## src/rtl/instr_reg_ctrl_pkg.sv

```systemverilog
// Purpose: shared types and constants for the instruction register front-end controller.
// Latency: n/a (types only).
// Backpressure: n/a (types only).
//
// Contents: operand/opcode/address types of the instruction register, the controller
// state enum, the register depth and the per-producer request record.
package instr_reg_ctrl_pkg;

    // Instruction register field types.
    typedef logic signed [31:0] operand_t;

    typedef enum logic [3:0] {
        ZERO  = 4'd0,
        PASSA,
        PASSB,
        ADD,
        SUB,
        MULT,
        DIV,
        MOD
    } opcode_t;

    typedef logic [4:0] address_t;

    typedef struct packed {
        opcode_t  opc;
        operand_t op_a;
        operand_t op_b;
    } instruction_t;

    // Controller state: INIT zero-fills every entry, RUN is normal queue operation.
    typedef enum logic {
        INIT = 1'b0,
        RUN  = 1'b1
    } ctrl_state_t;

    localparam int IREG_DEPTH = 32;

    // One extra bit so that a completely full register (count == depth) is representable.
    localparam int COUNT_W = $clog2(IREG_DEPTH) + 1;
    typedef logic [COUNT_W-1:0] count_t;

    // Write payload offered by a producer.
    typedef struct packed {
        opcode_t  opcode;
        operand_t operand_a;
        operand_t operand_b;
    } req_t;

    // Payload driven onto the register write port whenever nothing is being written.
    localparam req_t REQ_IDLE = '{opcode: ZERO, operand_a: '0, operand_b: '0};

endpackage

```

## src/rtl/instr_reg_ctrl_if.sv

```systemverilog
// Purpose: bundle of producer, consumer and register-side signals of the controller.
// Latency: n/a (wires only).
// Backpressure: reqN_ready / rd_valid carry the handshakes; nothing is buffered here.
//
// Ports (slave = controller side):
//   req0_*/req1_*  producer valid/ready handshakes and write payloads
//   rd_valid/rd_ready  consumer pop handshake for the head entry
//   flush          discard all queued entries
//   busy/full/empty/count  queue status
//   load_en/opcode/operand_a/operand_b/write_pointer/read_pointer  register port
interface instr_reg_ctrl_if;
    import instr_reg_ctrl_pkg::*;

    logic     req0_valid;
    logic     req0_ready;
    opcode_t  req0_opcode;
    operand_t req0_operand_a;
    operand_t req0_operand_b;

    logic     req1_valid;
    logic     req1_ready;
    opcode_t  req1_opcode;
    operand_t req1_operand_a;
    operand_t req1_operand_b;

    logic     rd_valid;
    logic     rd_ready;
    logic     flush;

    logic     busy;
    logic     full;
    logic     empty;
    count_t   count;

    logic     load_en;
    opcode_t  opcode;
    operand_t operand_a;
    operand_t operand_b;
    address_t write_pointer;
    address_t read_pointer;

    // Controller side.
    modport slave (
        input  req0_valid, req0_opcode, req0_operand_a, req0_operand_b,
        input  req1_valid, req1_opcode, req1_operand_a, req1_operand_b,
        input  rd_ready, flush,
        output req0_ready, req1_ready, rd_valid,
        output busy, full, empty, count,
        output load_en, opcode, operand_a, operand_b, write_pointer, read_pointer
    );

    // Producer / consumer / register side.
    modport master (
        output req0_valid, req0_opcode, req0_operand_a, req0_operand_b,
        output req1_valid, req1_opcode, req1_operand_a, req1_operand_b,
        output rd_ready, flush,
        input  req0_ready, req1_ready, rd_valid,
        input  busy, full, empty, count,
        input  load_en, opcode, operand_a, operand_b, write_pointer, read_pointer
    );

endinterface

```

## src/rtl/instr_reg_ctrl_rr_arb2.sv

```systemverilog
// Purpose: two-way round-robin arbiter with a registered last-grant pointer.
// Latency: grant is combinational from valid; last_grant updates on the accepting edge.
// Backpressure: accept_en low suppresses every grant and freezes the priority pointer.
//
// Ports:
//   clk, reset   clock and synchronous active-high reset (last_grant -> 1)
//   valid[1:0]   request lines, bit N = producer N
//   accept_en    downstream can take a write this cycle
//   grant[1:0]   one-hot grant, only while accept_en is high
//   grant_vld    a write is accepted this cycle
//   grant_idx    index of the winning producer (ungated, used as the data mux select)
module rr_arb2 (
    input  logic       clk,
    input  logic       reset,
    input  logic [1:0] valid,
    input  logic       accept_en,
    output logic [1:0] grant,
    output logic       grant_vld,
    output logic       grant_idx
);

    logic last_grant_q;
    logic last_grant_d;

    always_comb begin
        grant_idx = 1'b0;
        case (valid)
            2'b01:   grant_idx = 1'b0;
            2'b10:   grant_idx = 1'b1;
            // Contention: the producer that did not win last time goes first.
            2'b11:   grant_idx = ~last_grant_q;
            default: grant_idx = 1'b0;
        endcase

        grant_vld = accept_en && (|valid);

        grant = 2'b00;
        if (grant_vld) begin
            grant = grant_idx ? 2'b10 : 2'b01;
        end

        last_grant_d = grant_vld ? grant_idx : last_grant_q;
    end

    // Reset to 1 so producer 0 wins the first contended cycle.
    always_ff @(posedge clk) begin
        if (reset) begin
            last_grant_q <= 1'b1;
        end else begin
            last_grant_q <= last_grant_d;
        end
    end

endmodule

```

## src/rtl/instr_reg_ctrl.sv

```systemverilog
// Purpose: write/read controller that runs the instruction register as a circular queue.
// Latency: write strobes on the accepting edge; entry visible on rd_valid the next cycle.
// Backpressure: producers stall (ready low) when full, busy or flushing; pops need rd_ready.
//
// Ports:
//   clk, reset      clock and synchronous active-high reset
//   bus (slave)     producer handshakes req0_*/req1_*, consumer rd_valid/rd_ready, flush,
//                   status busy/full/empty/count and the register port load_en, opcode,
//                   operand_a, operand_b, write_pointer, read_pointer
module instr_reg_ctrl
    import instr_reg_ctrl_pkg::*;
#(
    parameter int DEPTH         = IREG_DEPTH,
    parameter bit INIT_ON_RESET = 1'b1
) (
    input  logic            clk,
    input  logic            reset,
    instr_reg_ctrl_if.slave bus
);

    // Pointer wrap relies on the address width exactly spanning the register.
    if (DEPTH != (1 << $bits(address_t))) begin : g_depth_check
        $error("instr_reg_ctrl: DEPTH must equal 2**$bits(address_t)");
    end

    localparam ctrl_state_t RESET_STATE = INIT_ON_RESET ? INIT : RUN;

    ctrl_state_t state_q,    state_d;
    address_t    head_q,     head_d;
    address_t    tail_q,     tail_d;
    address_t    init_ptr_q, init_ptr_d;
    count_t      count_q,    count_d;

    logic        run;
    logic        full_int;
    logic        empty_int;
    logic        accept_en;
    logic        push;
    logic        pop;
    logic        sel_idx;
    logic [1:0]  grant;
    req_t        req0;
    req_t        req1;
    req_t        wr_req;

    // Write acceptance never looks at rd_ready: a full queue refuses the write even when
    // the head is popped in the same cycle, so ready has no combinational consumer path.
    always_comb begin
        run       = (state_q == RUN);
        full_int  = (count_q == count_t'(DEPTH));
        empty_int = (count_q == '0);
        accept_en = run && !full_int && !bus.flush;
        pop       = run && !empty_int && bus.rd_ready && !bus.flush;
    end

    rr_arb2 u_arb (
        .clk       (clk),
        .reset     (reset),
        .valid     ({bus.req1_valid, bus.req0_valid}),
        .accept_en (accept_en),
        .grant     (grant),
        .grant_vld (push),
        .grant_idx (sel_idx)
    );

    // Next-state logic for the sweep pointer, queue pointers and occupancy.
    always_comb begin
        state_d    = state_q;
        head_d     = head_q;
        tail_d     = tail_q;
        init_ptr_d = init_ptr_q;
        count_d    = count_q;

        case (state_q)
            INIT: begin
                // Flush is deliberately ignored while sweeping.
                init_ptr_d = init_ptr_q + address_t'(1);
                if (init_ptr_q == address_t'(DEPTH - 1)) begin
                    state_d = RUN;
                end
            end
            RUN: begin
                if (bus.flush) begin
                    head_d     = '0;
                    tail_d     = '0;
                    count_d    = '0;
                    init_ptr_d = '0;
                    state_d    = RESET_STATE;
                end else begin
                    if (push) begin
                        tail_d = tail_q + address_t'(1);
                    end
                    if (pop) begin
                        head_d = head_q + address_t'(1);
                    end
                    case ({push, pop})
                        2'b10:   count_d = count_q + count_t'(1);
                        2'b01:   count_d = count_q - count_t'(1);
                        default: count_d = count_q;
                    endcase
                end
            end
        endcase
    end

    // Register port and status outputs.
    always_comb begin
        req0 = '{opcode: bus.req0_opcode, operand_a: bus.req0_operand_a,
                 operand_b: bus.req0_operand_b};
        req1 = '{opcode: bus.req1_opcode, operand_a: bus.req1_operand_a,
                 operand_b: bus.req1_operand_b};

        // The sweep writes REQ_IDLE too, so the payload only differs on accepted pushes.
        wr_req = REQ_IDLE;
        if (push) begin
            wr_req = sel_idx ? req1 : req0;
        end

        bus.load_en       = !run || push;
        bus.write_pointer = run ? tail_q : init_ptr_q;
        bus.opcode        = wr_req.opcode;
        bus.operand_a     = wr_req.operand_a;
        bus.operand_b     = wr_req.operand_b;
        bus.read_pointer  = head_q;

        bus.req0_ready    = grant[0];
        bus.req1_ready    = grant[1];
        bus.rd_valid      = run && !empty_int;

        bus.busy          = !run;
        bus.full          = full_int;
        bus.empty         = empty_int;
        bus.count         = count_q;
    end

    always_ff @(posedge clk) begin
        if (reset) begin
            state_q    <= RESET_STATE;
            head_q     <= '0;
            tail_q     <= '0;
            init_ptr_q <= '0;
            count_q    <= '0;
        end else begin
            state_q    <= state_d;
            head_q     <= head_d;
            tail_q     <= tail_d;
            init_ptr_q <= init_ptr_d;
            count_q    <= count_d;
        end
    end

    // Structural invariants of the queue.
    a_one_ready : assert property (@(posedge clk) disable iff (reset)
        !(bus.req0_ready && bus.req1_ready));
    a_count_max : assert property (@(posedge clk) disable iff (reset)
        count_q <= count_t'(DEPTH));
    a_ptr_span : assert property (@(posedge clk) disable iff (reset)
        address_t'(count_q) == address_t'(tail_q - head_q));

endmodule
```

## src/flat_wrapper.sv

```systemverilog
// flat-port wrapper written by rule: the top's interface ports become plain ports
module instr_reg_ctrl_flat import instr_reg_ctrl_pkg::*;
#(
    parameter int DEPTH         = IREG_DEPTH,
    parameter bit INIT_ON_RESET = 1'b1
)
  (clk, reset, bus_req0_valid, bus_req0_opcode, bus_req0_operand_a, bus_req0_operand_b, bus_req1_valid, bus_req1_opcode, bus_req1_operand_a, bus_req1_operand_b, bus_rd_ready, bus_flush, bus_req0_ready, bus_req1_ready, bus_rd_valid, bus_busy, bus_full, bus_empty, bus_count, bus_load_en, bus_opcode, bus_operand_a, bus_operand_b, bus_write_pointer, bus_read_pointer);
  instr_reg_ctrl_if bus_i ();
  input  logic clk;
  input  logic reset;
  input wire logic [$bits(bus_i.req0_valid)-1:0] bus_req0_valid;
  input wire logic [$bits(bus_i.req0_opcode)-1:0] bus_req0_opcode;
  input wire logic [$bits(bus_i.req0_operand_a)-1:0] bus_req0_operand_a;
  input wire logic [$bits(bus_i.req0_operand_b)-1:0] bus_req0_operand_b;
  input wire logic [$bits(bus_i.req1_valid)-1:0] bus_req1_valid;
  input wire logic [$bits(bus_i.req1_opcode)-1:0] bus_req1_opcode;
  input wire logic [$bits(bus_i.req1_operand_a)-1:0] bus_req1_operand_a;
  input wire logic [$bits(bus_i.req1_operand_b)-1:0] bus_req1_operand_b;
  input wire logic [$bits(bus_i.rd_ready)-1:0] bus_rd_ready;
  input wire logic [$bits(bus_i.flush)-1:0] bus_flush;
  output wire logic [$bits(bus_i.req0_ready)-1:0] bus_req0_ready;
  output wire logic [$bits(bus_i.req1_ready)-1:0] bus_req1_ready;
  output wire logic [$bits(bus_i.rd_valid)-1:0] bus_rd_valid;
  output wire logic [$bits(bus_i.busy)-1:0] bus_busy;
  output wire logic [$bits(bus_i.full)-1:0] bus_full;
  output wire logic [$bits(bus_i.empty)-1:0] bus_empty;
  output wire logic [$bits(bus_i.count)-1:0] bus_count;
  output wire logic [$bits(bus_i.load_en)-1:0] bus_load_en;
  output wire logic [$bits(bus_i.opcode)-1:0] bus_opcode;
  output wire logic [$bits(bus_i.operand_a)-1:0] bus_operand_a;
  output wire logic [$bits(bus_i.operand_b)-1:0] bus_operand_b;
  output wire logic [$bits(bus_i.write_pointer)-1:0] bus_write_pointer;
  output wire logic [$bits(bus_i.read_pointer)-1:0] bus_read_pointer;
  assign bus_i.req0_valid = bus_req0_valid;
  assign bus_i.req0_opcode = bus_req0_opcode;
  assign bus_i.req0_operand_a = bus_req0_operand_a;
  assign bus_i.req0_operand_b = bus_req0_operand_b;
  assign bus_i.req1_valid = bus_req1_valid;
  assign bus_i.req1_opcode = bus_req1_opcode;
  assign bus_i.req1_operand_a = bus_req1_operand_a;
  assign bus_i.req1_operand_b = bus_req1_operand_b;
  assign bus_i.rd_ready = bus_rd_ready;
  assign bus_i.flush = bus_flush;
  assign bus_req0_ready = bus_i.req0_ready;
  assign bus_req1_ready = bus_i.req1_ready;
  assign bus_rd_valid = bus_i.rd_valid;
  assign bus_busy = bus_i.busy;
  assign bus_full = bus_i.full;
  assign bus_empty = bus_i.empty;
  assign bus_count = bus_i.count;
  assign bus_load_en = bus_i.load_en;
  assign bus_opcode = bus_i.opcode;
  assign bus_operand_a = bus_i.operand_a;
  assign bus_operand_b = bus_i.operand_b;
  assign bus_write_pointer = bus_i.write_pointer;
  assign bus_read_pointer = bus_i.read_pointer;
  instr_reg_ctrl #(.DEPTH(DEPTH), .INIT_ON_RESET(INIT_ON_RESET)) u_core (.clk(clk), .reset(reset), .bus(bus_i));
endmodule
```

## config.mk

```make
export PLATFORM = sky130hd
export DESIGN_NAME = instr_reg_ctrl_flat
export DESIGN_NICKNAME = d
export VERILOG_FILES = /design/src/rtl/instr_reg_ctrl_pkg.sv /design/src/rtl/instr_reg_ctrl_if.sv /design/src/rtl/instr_reg_ctrl_rr_arb2.sv /design/src/rtl/instr_reg_ctrl.sv /design/src/flat_wrapper.sv
export SDC_FILE = /design/constraint.sdc
export NUM_CORES = 1
export LEC_CHECK = 0
export CAP_MARGIN = 20
export CELL_PAD_IN_SITES_DETAIL_PLACEMENT = 2
export CELL_PAD_IN_SITES_GLOBAL_PLACEMENT = 2
export CORE_UTILIZATION = 13
export CTS_CLUSTER_SIZE = 25
export DETAILED_ROUTE_END_ITERATION = 10
export MAX_ROUTING_LAYER = met4
export PLACE_DENSITY = 0.91
export SETUP_SLACK_MARGIN = 0.02
export SYNTH_ARGS = -nofsm -noshare
export SYNTH_HDL_FRONTEND = slang
export SYNTH_SLANG_ARGS = --single-unit
```

## constraint.sdc

```tcl
create_clock -name clk -period 8.8 [get_ports clk]
set_clock_uncertainty 0.2 [all_clocks]
set_input_delay 2.64 -clock clk [delete_from_list [all_inputs] [get_ports clk]]
set_output_delay 2.64 -clock clk [all_outputs]
set_load 0.1 [all_outputs]
```

After elaboration in Yosys (flattened, before gate mapping)
Cells that the tools add are included.

$add $sub $neg: 5. Eq/ne operators: 7. Mux-type cells: 17. Bitwise gates (word level): 2. Reductions and logical operators: 19.

Operators with widths (number): 68-bit two-way mux (2); 5-bit two-way mux (6); 5-bit by 1-bit adder with 5-bit output (second input constant) (3); 6-bit case mux with 2 select lines (1); 5-bit case mux with 2 select lines (1); 6-bit by 1-bit adder with 6-bit output (second input constant) (1); 2-bit == test (second input constant) (3); 6-bit == test (second input constant) (1); 1-bit logical AND (6); 6-bit zero test (1); 6-bit two-way mux (1); 2-bit AND reduction (3); 6-bit by 1-bit subtractor with 6-bit output (second input constant) (1); 5-bit == test (second input constant) (1); 1-bit zero test (4); 2-bit two-way mux (2); 1-bit case mux with 2 select lines (2); 2-bit nonzero test (2); 3-bit nonzero test (1); 2-bit by 1-bit == test with 1-bit output (second input constant) (1); 1-bit two-way mux (2); 2-bit inequality test (second input constant) (1); 1-bit inverter (2); 2-bit OR reduction (1); 1-bit logical OR (1).

Register bits: 23. Bits of input ports: 142. Output and inout port bits: 91.

Logic depth before layout (Yosys ltp)
Word-level depth: 8. Depth in mapped cells: 11. Mapped depth without buffers: 10.

Hierarchy
Synthesis repeated with hierarchy kept, for this count alone.

Cell total of the unflattened synthesis: 307. Area total of the unflattened synthesis: 2514.9 sq um.

By module, submodules not included: instr_reg_ctrl (times used 1, cells each 298, area each 2442.3 sq um, sequential area each 440.4 sq um); rr_arb2 (times used 1, cells each 9, area each 72.6 sq um, sequential area each 20.0 sq um).

Least setup slack after synthesis
Ideal clock, no wire load.

Kind: register to output. From: register u_core.count_q[0], in the netlist u_core.bus.count[0]. To: output bus_rd_valid. Arrival time: 4.817 ns. Data required time: 5.960 ns. Setup slack: 1.143 ns. Stages on the path, launching flop included: 4. Cell sequence: dfxtp_1 > or4_4 > nor3_1 > nor2_1.

Longest elaborated chain between the ends: 3.

RTL lines: start: declaration (line instr_reg_ctrl.sv:32) `count_t count_q, count_d;`; start signal: assignment (line instr_reg_ctrl.sv:148) `count_q <= count_d;`; 6-bit zero test (line instr_reg_ctrl.sv:51) `empty_int = (count_q == '0);`; via bus_empty (line flat_wrapper.sv:26) `output wire logic [$bits(bus_i.empty)-1:0] bus_empty;`; 1-bit zero test (line instr_reg_ctrl.sv:128) `bus.rd_valid = run && !empty_int;`; 1-bit logical AND (line instr_reg_ctrl.sv:128); end: declaration (line flat_wrapper.sv:23) `output wire logic [$bits(bus_i.rd_valid)-1:0] bus_rd_valid;`.

The timed path passes the listed nets, and every way through them passes these cells.

Worst setup path in the final report
From: input bus_flush. To: output bus_operand_b[8].

Longest elaborated chain between the ends: 4.

RTL lines: start: declaration (line flat_wrapper.sv:20) `input wire logic [$bits(bus_i.flush)-1:0] bus_flush;`; 1-bit zero test (line instr_reg_ctrl.sv:52) `accept_en = run && !full_int && !bus.flush;`; 1-bit logical AND (line instr_reg_ctrl.sv:52); 1-bit logical AND (line instr_reg_ctrl_rr_arb2.sv:35) `grant_vld = accept_en && (|valid);`; 68-bit two-way mux (line instr_reg_ctrl.sv:115) `if (push) begin`; end: declaration (line flat_wrapper.sv:31) `output wire logic [$bits(bus_i.operand_b)-1:0] bus_operand_b;`.

No other way between the ends.

==> flow_summary.ini <==
[floorplanning]
rows = 45
core_area_mm2 = 0.0152
die_x_um = 127
ioPinCount = 233
die_h_um = 127
fp.dieArea_mm2 = 0.0161
start_util_pct = 13.3

[detailed_routing]
via_per_inst = 4.42
drcViolationCount = 0
drtAntennaViolNets = 0
first_pass_iters = 4
via_count = 2856
drtIter0Drc = 75
wire_per_inst_um = 20.3
postRouteWirelength_mm = 13.1

[run_status]
status = finished, final reports clean

[final_layout]
nets = 609
syn_to_final_growth_pct = 118
fill_cells = 1728
final_layout_size_suffix_gt1_share_pct = 19.7

[timing]
fin_ws_ns = 0.935
drv_slew = 0
setup_viol = 0
tns_ns = 0
max_freq_ghz = 0.127
hold_viol = 0
slew_headroom_pct = 33.9
rsz0062_at_grt = false
layout_min_cycle_time_ns = 7.86
period_share_pct = 89.4
tightestPinTransition_ns = 0.988

[worst_setup_path]
path_cells = clkdlybuf4s50_1, nand2b_1, nor2_1, and3_2, buf_12, a22o_1, buf_4
cp-start-kind = input port
required_ns = 5.96
cp_slowest_cell = clkdlybuf4s50_1
slowest_delay_ns = 0.60
path_class = input port to output port
worstPathMaxFanout = 58
cp_data_arrival_time_ns = 5.02
r2r_slack_ns = 5.39
critPathCaptureType = output port

[clock_network]
clk_pin_slew_ns = 0.07
postCtsSetupRepairBufs = 0
cts.repair.resized = 0
hold_buffers = 0
htreeDepth = 1
numCtsBuffers = 3
ctsLongestPathBuffers = 2
root_buffer = clkbuf_16
cts_tree = built
clock_sinks = 23
clk_latency_ns = 0.26

[grt]
grt_max_degree = 71
grt_overflow = 0
grt_pass1_vias = 3097
grt_pass1_wl_mm = 19.0
grt_usage_pct = 15.9
antenna_found_initial = 1

[power_and_ir_drop]
p_leak_uw = 0.00182
peakVddDrop_v = 0.0000628
p_per_area_mw_per_mm2 = 67.6

[synth]
seq_area_frac_synth_pct = 22.8
synthTopCellsByCount = a22o_1, nor2_1, dfxtp_1
yosysUniqueCellTypes = 39
yosysWarningCount = 0
synth_area_leader_cell = a22o_1
ys_ff_latch = 23
post-synth-top-area-fraction_pct = 29.9
synth.most_common_cell = a22o_1
synth_area_mm2 = 0.00202
syn_inst = 241
synth_nets = 392
ys_async_sr_fraction_pct = 0
synth_edf_count = 0
synth_ff_type = dfxtp_1
synth_area_leaders = a22o_1, dfxtp_1, ha_1
postSynthAreaPerCell_um2 = 8.39

[flow_run]
drv_cap = 0

[placed_design]
dp_hpwl_mm = 11.0
portBuffers = 232
place_ws_ns = 0.926
gp_congestion = 0.759

[worst_hold_path]
hp-class = register to register
[flip-flops by register name (all words and copies together) (netlist names)]
name / flops
u_core.bus.count: 6
u_core.init_ptr_q: 5
u_core.run: 1
u_core.bus.read_pointer: 5
u_core.u_arb.last_grant_q: 1
u_core.tail_q: 5
[metrics by stage]
stage / instance area, um^2 / total power (uW) / cells / hold WS [ns] / util (%)
2_1_floorplan: 2020 / 125 / 241 / 0.249 / -
3_3_place_gp: 4330 / 197 / 641 / 0.269 / 28.5
3_5_place_dp: 4330 / 199 / 641 / 0.295 / 28.5
4_1_cts: 4410 / 303 / 645 / 0.311 / 29.0
5_1_grt: 4420 / 310 / 646 / 0.328 / 29.0
6_report: 4420 / 298 / 646 / 0.307 / 29.0
[cell usage in the layout (no fill, tap or decap), drive strengths merged, types with 3 or more instances in the layout]
master         synthesis  final
nor3                   3      3
o21ai                  8      8
xnor2                  3      3
xor2                  10     10
clkbuf                 5      3
a21oi                 11     11
nor2b                  3      3
nand2b                 3      3
o21a                   3      3
and3                   3      3
dfxtp                 23     23
inv                    3      3
a22o                  69     69
nor2                  24     24
nand4                  4      4
clkdlybuf4s50          0    161
ha                     8      8
nand2                 16     16
a21o                   3      3
mux2                   5      5
buf                   17     73
[worst max-delay path, delay by kind of cell]
| family | cells | cell delay, ns |
|---|---|---|
| and+or+nand+nor | 3 | 0.88 |
| AOI/OAI and AO/OA | 1 | 0.24 |
| buffers and inverters | 3 | 1.21 |
[final timing paths]
path	start	endpoint	cells past startpoint
worst max-delay path	bus_flush	bus_operand_b[8]	7
worst min-delay path	u_core.u_arb.last_grant_q	u_core.u_arb.last_grant_q	1
worst max register to register	u_core.run	u_core.bus.count[5]	10
worst min register to register	u_core.u_arb.last_grant_q	u_core.u_arb.last_grant_q	1
[layer usage]
layer	wire, um	track usage, %
met4	136	2.73
met1	5110	17.4
met3	760	2.07
met2	7090	30.8
met5	0	-
[cell type report]
| class | instances | area [um^2] | share of cell area, % |
|---|---|---|---|
| repair buffers | 234 | 2180 | 49.5 |
| well taps | 188 | 235 | 5.33 |
| diodes | 1 | 2.50 | 0.0567 |
| multi-input cells | 192 | 1440 | 32.5 |
| inverters | 4 | 15.0 | 0.340 |
| clock inverters | 1 | 7.51 | 0.170 |
| clock buffers | 3 | 75.1 | 1.70 |
| flip-flops and latches | 23 | 460 | 10.4 |
[cells by family (layout without fill, tap and decap cells)]
kind of cell,count (synthesis),in the layout,synth area share [%]
buffers and inverters,26,242,6.43
flip-flops,23,23,22.8
multiplexers,5,5,2.78
other,0,1,0
XOR/XNOR,13,13,5.63
adder cells (fa/ha/maj),9,9,5.94
AND/OR/NAND/NOR,60,60,14.4
AO/OA/AOI/OAI,105,105,42.1
[report_power, final]
part	internal [uW]	switching [uW]	total, uW
Combinational	60.2	29.2	89.4
Sequential	105	1.41	107
Clock	61.7	40.5	102
Note: power is estimated with default switching activity, not from simulation.
==> RTL change 1, RTL diff (same flow settings) <==
`INIT_ON_RESET` is set to 1'b1 in 2 places; all go to 1'b0.
--- a/src/rtl/instr_reg_ctrl.sv
+++ b/src/rtl/instr_reg_ctrl.sv
@@ -13,3 +13,3 @@
     parameter int DEPTH         = IREG_DEPTH,
-    parameter bit INIT_ON_RESET = 1'b1
+    parameter bit INIT_ON_RESET = 1'b0
 ) (
--- a/src/flat_wrapper.sv
+++ b/src/flat_wrapper.sv
@@ -4,3 +4,3 @@
     parameter int DEPTH         = IREG_DEPTH,
-    parameter bit INIT_ON_RESET = 1'b1
+    parameter bit INIT_ON_RESET = 1'b0
 )
Behaviour: not the same (a bounded check fails within 4 cycles, from zero or initial values and one cycle with reset high).
==> RTL change 1 against the unedited design <==
  * Wire length is 2.9% lower
  * Sequential cell count unchanged
  * Setup slack improved by 0.010 ns
  * Synthesized area about the same
  * Cell area about the same
  * Largest cell class unchanged
Power is not compared: it rests on default switching activity, and its combinational part moved more than twofold at a synthesized area within 25%.
==> RTL change 1: results (changes against the unedited design) <==
| Metric | Value |
|---|---|
| Post-synth cell types | 40 (was 39) |
| # nets final | 608 (was 609) |
| DRT met1 WL | 5000 um (was 5110 um) |
| Synth Area in Adders | 5.94% (about the same) |
| Post-synthesis compound-gate area fraction | 42.1% (about the same) |
| Worst-path fanout max | 51 (was 58) |
| Tightest Pin Transition | 0.984 ns (was 0.988 ns) |
| Top cells by count, synth | a22o_1 (69), dfxtp_1 (23), nor2_1 (22) (was a22o_1 (69), nor2_1 (24), dfxtp_1 (23)) |
| WHS | 0.326 ns (was 0.307 ns) |
| Largest net degree at the start of global routing | 70 (was 71) |
| CP peak stage delay | 0.58 ns (was 0.60 ns) |
| Share of layout cells above drive strength 1 | 19.7% (about the same) |
| Hpwl dp | 10700 um (was 11000 um) |
| Status | finished clean (unchanged) |
| Wire per inst | 19.7 um (was 20.3 um) |
| Worst hold path class | reg2reg (unchanged) |
| Syn Nets | 391 (was 392) |
| Met2 routed WL | 6770 um (was 7090 um) |
| Placer Congestion | 0.838 (was 0.759) |
| Arrival @ worst endpoint | 5.01 ns (was 5.02 ns) |
| 1st-iter DRT viols | 42 (was 75) |
| Post-synthesis mux area share | 2.78% (about the same) |
| Met3 routed WL | 749 um (was 760 um) |
| RR Startpoint | u_core.run$_SDFF_PP1_ (was u_core.run$_SDFF_PP0_) |
| Synth Area in XOR/XNOR | 5.63% (about the same) |
| Vias in the first global route | 3130 (was 3097) |
| Gr usage total | 15.8% (was 15.9%) |
[RTL change 1: cell families (layout without fill, tap and decap cells)]
group | Yosys count | after routing
XOR/XNOR | 13 | 13
other | 0 | 1
AO/OA/AOI/OAI | 105 | 105
AND/OR/NAND/NOR | 59 | 59
adder cells (fa/ha/maj) | 9 | 9
buffers and inverters | 26 | 242
flip-flops | 23 | 23
multiplexers | 5 | 5
[RTL change 1: worst max-delay path by stage]
stage,startpoint,cells past startpoint,to,slack (ns)
floorplan,u_core.bus.count[0]$_SDFFE_PP0P_,3,bus_rd_valid,1.14
global placement,bus_flush,7,bus_operand_b[27],1.02
detailed placement,bus_flush,7,bus_operand_b[27],0.92
CTS,bus_flush,7,bus_operand_b[27],0.91
global route,bus_flush,7,bus_operand_b[27],0.80
finish,bus_flush,7,bus_operand_b[27],0.95
[RTL change 1: layout make-up]
type | instances | area (um^2)
sequential | 23 | 460
multi-input combinational | 191 | 1430
antenna | 1 | 2.50
timing repair buffer | 234 | 2180
clock inverter | 1 | 5.00
fill | 1763 | 10800
inverter | 4 | 15.0
clock buffer | 3 | 75.1
tap | 188 | 235
[RTL change 1: metrics by stage]
| stage | area (um^2) | instances | setup WS [ns] |
|---|---|---|---|
| final | 4410 | 645 | 0.946 |
| after detailed placement | 4330 | 640 | 0.916 |
| after global placement | 4330 | 640 | 1.02 |
| after CTS | 4410 | 644 | 0.909 |
| after floorplan | 2020 | 240 | 1.14 |
| after global routing | 4410 | 645 | 0.803 |
[RTL change 1: report_power, final]
part           switching [mW]  total, mW  internal (mW)
Clock                  0.0410      0.102         0.0613
Combinational           0.241      0.353          0.112
Sequential            0.00316      0.109          0.106
Total                   0.285      0.565          0.279
[RTL change 1: metal layers]
| metal | vias to the layer above | GRT usage [%] |
|---|---|---|
| li1 | 1356 | - |
| met1 | 1367 | 16.8 |
| met2 | 120 | 30.2 |
| met3 | 11 | 2.66 |
| met4 | 0 | 3.50 |
| met5 | - | - |
==> RTL change 2, RTL diff (same flow settings) <==
Without the edit above. Reset style: asynchronous (`reset`), changed in 2 clocked blocks. Comments in the files are not updated.
--- a/src/rtl/instr_reg_ctrl_rr_arb2.sv
+++ b/src/rtl/instr_reg_ctrl_rr_arb2.sv
@@ -45,3 +45,3 @@
     // Reset to 1 so producer 0 wins the first contended cycle.
-    always_ff @(posedge clk) begin
+    always_ff @(posedge clk or posedge reset) begin
         if (reset) begin
--- a/src/rtl/instr_reg_ctrl.sv
+++ b/src/rtl/instr_reg_ctrl.sv
@@ -135,3 +135,3 @@
 
-    always_ff @(posedge clk) begin
+    always_ff @(posedge clk or posedge reset) begin
         if (reset) begin
Check against the original RTL: differs if reset is asserted again (counterexample within 4 cycles, from zero or initial values and one cycle with reset high); with reset held inactive, the same outputs for 10 cycles.
==> RTL change 2 against the unedited design <==
  * Count of clock-buffer cells in the layout grew 1
  * Synthesized area grew 1.2%
  * Cell area grew 19%
  * Setup slack gained 0.091 ns
  * First-iteration DRC count grew 25%
  * Wire length grew 5.9%
  * Die area grew 1.2%
  * Sequential share of layout area grew 0.55 points
  * Sequential cell count is the same
Power is not compared: it rests on default switching activity, and its combinational part moved more than twofold at a synthesized area within 25%.
==> RTL change 2: results (changes against the unedited design) <==
| Metric | Value |
|---|---|
| Status | finished clean (unchanged) |
| 1st-iter DRT viols | 94 (was 75) |
| Via count | 2821 (was 2856) |
| Clock Path Buffers | 2 (unchanged) |
| DP Area | 5170 um^2 (was 4330 um^2) |
| Vias in the first global route | 3278 (was 3097) |
| Post-synth cell types | 46 (was 39) |
| Post-synth top flop | dfrtp_1 (was dfxtp_1) |
| Max reg flops | 6 (unchanged) |
| Syn Nets | 367 (was 392) |
| H-tree levels | 1 (unchanged) |
| Gr usage total | 16.9% (was 15.9%) |
| Post-synthesis sequential area ratio | 28.2% (was 22.8%) |
| Share of layout cells above drive strength 1 | 21.6% (was 19.7%) |
| FF-to-FF End | u_core.bus.count[5]$_DFFE_PP0P_ (was u_core.bus.count[5]$_SDFFE_PP0P_) |
| CTS buffer count | 3 (unchanged) |
| RR Startpoint | u_core.run$_DFF_PP0_ (was u_core.run$_SDFF_PP0_) |
| Hold Startpoint | u_core.init_ptr_q[3]$_DFFE_PP0P_ (was u_core.u_arb.last_grant_q$_SDFFE_PP1P_) |
| Cells on worst reg2reg path | 10 (unchanged) |
| Largest cells by area after synthesis | a22o_1 (31%), dfrtp_1 (27%), ha_1 (4.9%) (was a22o_1 (30%), dfxtp_1 (23%), ha_1 (4.9%)) |
| CP peak stage delay | 0.63 ns (was 0.60 ns) |
| Gr ovfl total | 0 (unchanged) |
| R2R Setup Slk | 4.56 ns (was 5.39 ns) |
| Largest net degree at the start of global routing | 70 (was 71) |
| Resized Gates After CTS | 0 (unchanged) |
| Tightest Pin Transition | 1.03 ns (was 0.988 ns) |
| Min-Delay Path Depth | 1 (unchanged) |
| Worst hold path class | reg2reg (unchanged) |
| Worst skew pair latency | 0.25 ns |
| Hold EP | u_core.init_ptr_q[3]$_DFFE_PP0P_ (was u_core.u_arb.last_grant_q$_SDFFE_PP1P_) |
| Top cells by count, synth | a22o_1 (73), dfrtp_1 (22), clkbuf_1 (16) (was a22o_1 (69), nor2_1 (24), dfxtp_1 (23)) |
| Worst-path fanout max | 69 (was 58) |
| Syn. warnings | 0 (unchanged) |
| Pleak | 2.09 nW |
| Clock root cell | clkbuf_16 (unchanged) |
| Wire per inst | 21.4 um (was 20.3 um) |
| Clock transition at path regs | 0.06 ns |
| Hpwl dp | 11700 um (was 11000 um) |
| Arrival @ worst endpoint | 4.93 ns (was 5.02 ns) |
| # nets final | 588 (was 609) |
| Crit. Startpoint | bus_flush (unchanged) |
| Filler cell count | 1611 (was 1728) |
| Slowest CP cell | buf_4 (was clkdlybuf4s50_1) |
| Postcts setup bufs | 0 (unchanged) |
| DRT Pass-1 Iters | 4 (unchanged) |
| Post-synth ARST share | 100% (was 0%) |
| First-pass GRT wire length | 20100 um (was 19000 um) |
| VDD IR-drop max | 0.000139 V |
| Port-buffer cells | 232 (unchanged) |
| Initial antenna violation count | 1 (unchanged) |
| Placer Congestion | 0.843 (was 0.759) |
-- RTL change 2: cell count changes after synthesis, moves of 4 or more --
cell and change:
dfxtp_1 -23, dfrtp_1 +22, nor2_1 -20, buf_2 -11, clkbuf_1 +11, nand2_1 -9
xor2_1 -6, a21oi_1 -4, a22o_1 +4
-- RTL change 2: critical path, delay by kind of cell --
kind            cells  cell delay [ns]
compound gates      2             0.75
simple gates        1             0.21
buf+inv             3             1.27
-- RTL change 2: worst max path at each step --
stage	endpoint	slack, ns	cells past startpoint
finish	bus_operand_a[11]	1.03	6
global route	bus_operand_a[8]	0.93	6
CTS	bus_operand_a[8]	1.04	6
detailed placement	bus_operand_a[8]	1.06	6
global placement	bus_operand_a[14]	1.14	6
floorplan	bus_opcode[0]	0.48	5
-- RTL change 2: cell families (layout without fill, tap and decap cells) --
| group | Yosys count | in the layout | share of synthesized area [%] |
|---|---|---|---|
| AOI/OAI and AO/OA | 105 | 105 | 43.1 |
| and+or+nand+nor | 38 | 38 | 10.6 |
| buffers and inverters | 26 | 246 | 4.95 |
| DFF | 23 | 23 | 28.2 |
| adders and majority gates | 9 | 9 | 5.87 |
| xor gates and xnor gates | 8 | 8 | 3.42 |
| muxes | 7 | 7 | 3.85 |
| other | 0 | 1 | 0 |
-- RTL change 2: layout make-up --
type                    count  share of cell area, %
repair buffers            236                   55.7
multi-input cells         167                   26.4
flip-flops and latches     23                   11.0
well taps                 211                   5.02
clock buffers               4                   1.50
inverters                   6                  0.428
diodes                      1                 0.0476
-- RTL change 2: report_power, final --
group	switching, mW	total, mW	internal [mW]
clock network	0.0385	0.100	0.0619
logic	0.249	0.389	0.140
registers	0.0350	0.162	0.127
total	0.323	0.651	0.328
-- RTL change 2: routing by layer --
metal / share of wire, % / vias to the layer above / global-route usage (%)
met3: 5.5 / 14 / 3.81
met2: 55 / 105 / 31.3
met4: 1.1 / 0 / 2.80
met1: 39 / 1391 / 18.6
li1: - / 1311 / -
met5: 0 / - / -
-- RTL change 2: through the flow --
| step | setup WS [ns] | power [mW] | util [%] | hold slack [ns] | instances |
|---|---|---|---|---|---|
| after detailed placement | 1.06 | 0.554 | 33.9 | 0.290 | 643 |
| after floorplan | 0.484 | 0.405 | - | 0.255 | 216 |
| after global placement | 1.14 | 0.542 | 33.9 | 0.283 | 643 |
| final | 1.03 | 0.651 | 34.4 | 0.303 | 648 |
| after global routing | 0.925 | 0.682 | 34.4 | 0.333 | 648 |
| after CTS | 1.04 | 0.659 | 34.4 | 0.299 | 647 |
